## src/rtl/sc_player_posreg_jug1.sv

```systemverilog
// rtl/sc_player_posreg_jug1.sv - player-1 one-hot position register, edge comparator and move counter
// Optional SC_POSREG_JUG1_WRAP_EN: shifts rotate around the board edge and the side comparator is tied high.
module sc_player_posreg_jug1 #(
    parameter int DATAWIDTH_BUS = 8,
    parameter logic [DATAWIDTH_BUS-1:0] RESET_POSITION = 8'b0001_0000,
    parameter int MOVECOUNT_WIDTH = 8
) (
    input  logic                       SC_STATEMACHINE_JUG1_CLOCK_50,
    input  logic                       SC_STATEMACHINE_JUG1_RESET_InHigh,
    input  logic                       SC_POSREG_JUG1_clear_InLow,
    input  logic                       SC_POSREG_JUG1_load0_InLow,
    input  logic [1:0]                 SC_POSREG_JUG1_shiftselection_In,
    input  logic [DATAWIDTH_BUS-1:0]   SC_POSREG_JUG1_data_In,
    input  logic                       SC_POSREG_JUG1_leftButton_InLow,
    input  logic                       SC_POSREG_JUG1_rightButton_InLow,
    output logic [DATAWIDTH_BUS-1:0]   SC_POSREG_JUG1_position_Out,
    output logic                       SC_POSREG_JUG1_sidecomparator_OutLow,
    output logic                       SC_POSREG_JUG1_atLeft_Out,
    output logic                       SC_POSREG_JUG1_atRight_Out,
    output logic [MOVECOUNT_WIDTH-1:0] SC_POSREG_JUG1_moveCount_Out,
    output logic                       SC_POSREG_JUG1_posValid_Out
);

    localparam logic [DATAWIDTH_BUS-1:0]   POS_ONE = {{(DATAWIDTH_BUS-1){1'b0}}, 1'b1};
    localparam logic [MOVECOUNT_WIDTH-1:0] CNT_ONE = {{(MOVECOUNT_WIDTH-1){1'b0}}, 1'b1};

    logic [DATAWIDTH_BUS-1:0]   position_q, position_d;
    logic [MOVECOUNT_WIDTH-1:0] move_count_q, move_count_d;
    logic                       move_ok;
    logic                       at_left, at_right;

    assign at_left  = position_q[DATAWIDTH_BUS-1];
    assign at_right = position_q[0];

    always_comb begin
        position_d   = position_q;
        move_count_d = move_count_q;
        move_ok      = 1'b0;
        if (!SC_POSREG_JUG1_clear_InLow) begin
            position_d   = RESET_POSITION;
            move_count_d = '0;
        end else if (!SC_POSREG_JUG1_load0_InLow) begin
            position_d = SC_POSREG_JUG1_data_In;
        end else if (SC_POSREG_JUG1_shiftselection_In == 2'b01) begin
`ifdef SC_POSREG_JUG1_WRAP_EN
            position_d = {position_q[DATAWIDTH_BUS-2:0], position_q[DATAWIDTH_BUS-1]};
            move_ok    = 1'b1;
`else
            if (!at_left) begin
                position_d = position_q << 1;
                move_ok    = 1'b1;
            end
`endif
        end else if (SC_POSREG_JUG1_shiftselection_In == 2'b10) begin
`ifdef SC_POSREG_JUG1_WRAP_EN
            position_d = {position_q[0], position_q[DATAWIDTH_BUS-1:1]};
            move_ok    = 1'b1;
`else
            if (!at_right) begin
                position_d = position_q >> 1;
                move_ok    = 1'b1;
            end
`endif
        end
        // Counter saturates at all-ones instead of wrapping.
        if (move_ok && (move_count_q != '1)) begin
            move_count_d = move_count_q + CNT_ONE;
        end
    end

    always_ff @(posedge SC_STATEMACHINE_JUG1_CLOCK_50 or posedge SC_STATEMACHINE_JUG1_RESET_InHigh) begin
        if (SC_STATEMACHINE_JUG1_RESET_InHigh) begin
            position_q   <= RESET_POSITION;
            move_count_q <= '0;
        end else begin
            position_q   <= position_d;
            move_count_q <= move_count_d;
        end
    end

    assign SC_POSREG_JUG1_position_Out  = position_q;
    assign SC_POSREG_JUG1_moveCount_Out = move_count_q;
    assign SC_POSREG_JUG1_atLeft_Out    = at_left;
    assign SC_POSREG_JUG1_atRight_Out   = at_right;
    assign SC_POSREG_JUG1_posValid_Out  = (position_q != '0) &&
                                          ((position_q & (position_q - POS_ONE)) == '0);

`ifdef SC_POSREG_JUG1_WRAP_EN
    assign SC_POSREG_JUG1_sidecomparator_OutLow = 1'b1;
`else
    assign SC_POSREG_JUG1_sidecomparator_OutLow =
        !((!SC_POSREG_JUG1_leftButton_InLow && at_left) ||
          (!SC_POSREG_JUG1_rightButton_InLow && at_right));
`endif

endmodule
```

## config.mk

```make
export PLATFORM = sky130hd
export DESIGN_NAME = sc_player_posreg_jug1
export DESIGN_NICKNAME = d
export VERILOG_FILES = /design/src/rtl/sc_player_posreg_jug1.sv
export SDC_FILE = /design/constraint.sdc
export NUM_CORES = 1
export LEC_CHECK = 0
export CORE_MARGIN = 1.5
export CORE_UTILIZATION = 30
export DETAILED_ROUTE_END_ITERATION = 10
export GPL_ROUTABILITY_DRIVEN = 0
export SYNTH_ARGS = -nofsm -noshare
export SYNTH_HDL_FRONTEND = slang
export SYNTH_SLANG_ARGS = --single-unit
```

## constraint.sdc

```tcl
create_clock -name SC_STATEMACHINE_JUG1_CLOCK_50 -period 3.1 [get_ports SC_STATEMACHINE_JUG1_CLOCK_50]
set_input_delay 0.465 -clock SC_STATEMACHINE_JUG1_CLOCK_50 [delete_from_list [all_inputs] [get_ports SC_STATEMACHINE_JUG1_CLOCK_50]]
set_output_delay 0.465 -clock SC_STATEMACHINE_JUG1_CLOCK_50 [all_outputs]
set_load 0.01 [all_outputs]
```

==> results.cfg, run 1 <==
[timing]
finalHoldViolCount = 0
fin_skew_ns = 0.004763
relSlewSlack = 0.5630
finalSetupViolCount = 0
finalCriticalPeriod_ns = 2.739
fin_ws_ns = 0.3609
slew_violations = 0
fmax_mhz = 365.1
worst_pin_slew_ns = 0.6547
rsz0062_at_grt = false
tns_ns = 0
fin_crit_sh = 0.8836

[cts]
post_cts.repair.setup_buffers = 0
cts_buffers = 3
htreeDepth = 1
clk_path_buf_depth = 2
cts_root_buf = clkbuf_8
clk_pin_slew_ns = 0.07
cts-resized-gates = 0
cts_sinks = 16
postCtsHoldBufs = 0
cts_tree = done
clk_latency_ns = 0.25

[route]
met3_length_um = 148
drc = 0
avgViaCountPerCell = 5.282
drtIter0Drc = 41
detail-route-antenna-nets = 0
drt_pass1_iterations = 4
wl_um = 3135
vias = 1141
wl_met1_um = 1478
wl_per_cell_um = 14.51
top_layer_used = met4
dr_wl_met2_um = 1496

[worst_setup_path]
critPathTopFamily = simple AND/OR/NAND/NOR gates
arrival_ns = 2.27
required_ns = 2.63
r2r_cells = 5
crit_path_top_delay_cell = clkdlybuf4s50_1
end_kind = primary output
path_class = flop to primary output
critPathMaxFanout = 7
path_cells = nor4_1 -> and4_1 -> a31oi_1 -> a21oi_1 -> clkdlybuf4s50_1
timing.critical_path.buf_inv = 1
slowest_delay_ns = 0.55
crit_cells = 5
cp-start-kind = flop

[power]
total_power_uw = 582.5
p_leak_uw = 0.0006163
switching_power_uw = 168.2
p_sw_frac = 0.2887
ir_drop_mv = 0.1907
seq_power_share = 0.416
combPwrFrac = 0.256
pwr-share-clk = 0.328
p_per_area_nw_per_um2 = 369.5
intPower_uw = 414.3

[finish]
layout-drive-gt1-share = 0.07738
fin_util = 0.4339
final_common_cell = clkdlybuf4s50_1
final_cell_mix = 35 x clkdlybuf4s50_1, 15 x dfrtp_1, 12 x o21ai_0
area_delta_synth_final_pct = 39.23
diodes = 0
final_nets = 188

[synth]
synth_top_family_by_area = simple AND/OR/NAND/NOR gates
avgSynthCellArea_sq_um = 8.450
syn-instance-count = 134
synth_nets = 153
synthMuxAreaShare = 0.01878
synth_area_sq_um = 1132
postSynth.asyncResetShare = 1.000
synth_compound_area_frac = 0.2519
synth_fa_ha_area_frac = 0.04199
synth_edf_count = 0
ys_types = 44
ys_ff_latch = 16
synth-seq-area-share = 0.3547
yosysWarnings = 0
synthFlopType = dfrtp_1
yosys.area_share.simple = 0.2597
synth_xor_area_frac = 0.007735

[placed_design]
dp.final_hpwl_um = 2308
port_buffers = 35
place_ws_ns = 0.5980

[global_routing]
grt.total_usage = 0.1635
grt_antenna_before_repair = 0
grt_max_degree = 21
grt_pass1_wl_um = 5368
grt_pass1_vias = 1137
overflow = 0

[floorplanning]
dieHeight_um = 64.44
die-width_um = 64.44
rows = 22
pin_count = 36
fp.dieArea_sq_um = 4152
start_util = 0.3116
core-area_sq_um = 3633

[run]
cap_violations = 0

[hold_path]
holdPathStages = 2
hp-class = flop to flop

[outcome]
status = completed
[worst paths after layout]
check	from	endpoint	slack, ns
min in group asynchronous	SC_STATEMACHINE_JUG1_RESET_InHigh	SC_POSREG_JUG1_position_Out[1]	0.60
max in group asynchronous	SC_STATEMACHINE_JUG1_RESET_InHigh	SC_POSREG_JUG1_position_Out[2]	2.08
max	SC_POSREG_JUG1_position_Out[1]	SC_POSREG_JUG1_posValid_Out	0.36
min	SC_POSREG_JUG1_moveCount_Out[1]	SC_POSREG_JUG1_moveCount_Out[1]	0.59
max reg2reg	SC_POSREG_JUG1_position_Out[0]	SC_POSREG_JUG1_moveCount_Out[7]	1.43
min reg2reg	SC_POSREG_JUG1_moveCount_Out[1]	SC_POSREG_JUG1_moveCount_Out[1]	0.59
[power groups by stage]
stage | clock network (uW) | logic [uW] | registers [uW]
2_1_floorplan | 0 | 78.5 | 243
3_3_place_gp | 0 | 148 | 245
3_5_place_dp | 0 | 150 | 246
4_1_cts | 196 | 150 | 242
5_1_grt | 205 | 164 | 244
6_report | 191 | 149 | 242
[worst register-to-register path, stage by stage (launching register included)]
cell     delay, ns
dfrtp_1       0.38
buf_4         0.19
nor3b_2       0.29
o21ai_2       0.11
or4_1         0.40
and3_1        0.19
[final cells by class]
class                      count  area (sq um)
inverter                      10         37.54
tap                           48         60.06
timing repair buffer          37         365.4
multi-input combinational    101         656.9
fill                         388          2057
sequential                    16         401.6
clock buffer                   4         55.05
[cell usage after synthesis (3+ instances only)]
cell type	count	share of area
a21oi_1	11	0.049
a22o_1	4	0.031
a31oi_1	6	0.033
and4_1	3	0.023
clkbuf_1	3	0.0099
dfrtp_1	15	0.33
ha_1	3	0.033
inv_1	10	0.033
nand2_1	7	0.023
nor2_1	9	0.030
nor2b_1	5	0.028
nor3_1	5	0.022
nor3b_1	4	0.027
o21ai_0	12	0.053
[metrics by stage]
| step | area [sq um] | cells | hold WS, ns |
|---|---|---|---|
| after global placement | 1521 | 212 | 0.5587 |
| after CTS | 1577 | 216 | 0.6036 |
| after detailed placement | 1521 | 212 | 0.5881 |
| final | 1577 | 216 | 0.5914 |
| after floorplan | 1132 | 134 | 0.3780 |
| after global routing | 1577 | 216 | 0.6380 |
[metal layers]
layer | global-route usage | up-vias
met5 | 0 | -
met4 | 0.05319 | 0
met3 | 0.03125 | 2
met2 | 0.2760 | 35
met1 | 0.2102 | 543
li1 | - | 561
[registers in the layout, summed over array words and instances, names as in the netlist]
signal / flops
SC_POSREG_JUG1_position_Out: 8
SC_POSREG_JUG1_moveCount_Out: 8
[cell families after synthesis]
family / after synthesis
compound gates: 45
xor+xnor: 1
buf+inv: 17
simple gates: 49
mux: 2
flops: 16
fa+ha+maj: 4
Note: power is estimated with default switching activity, not from simulation.
==> run 2: changes to the inputs <==
CAP_MARGIN = 20   (was unset)
==> results of run 2 <==
The final DEF is identical to that of run 1; final timing and power are the same.
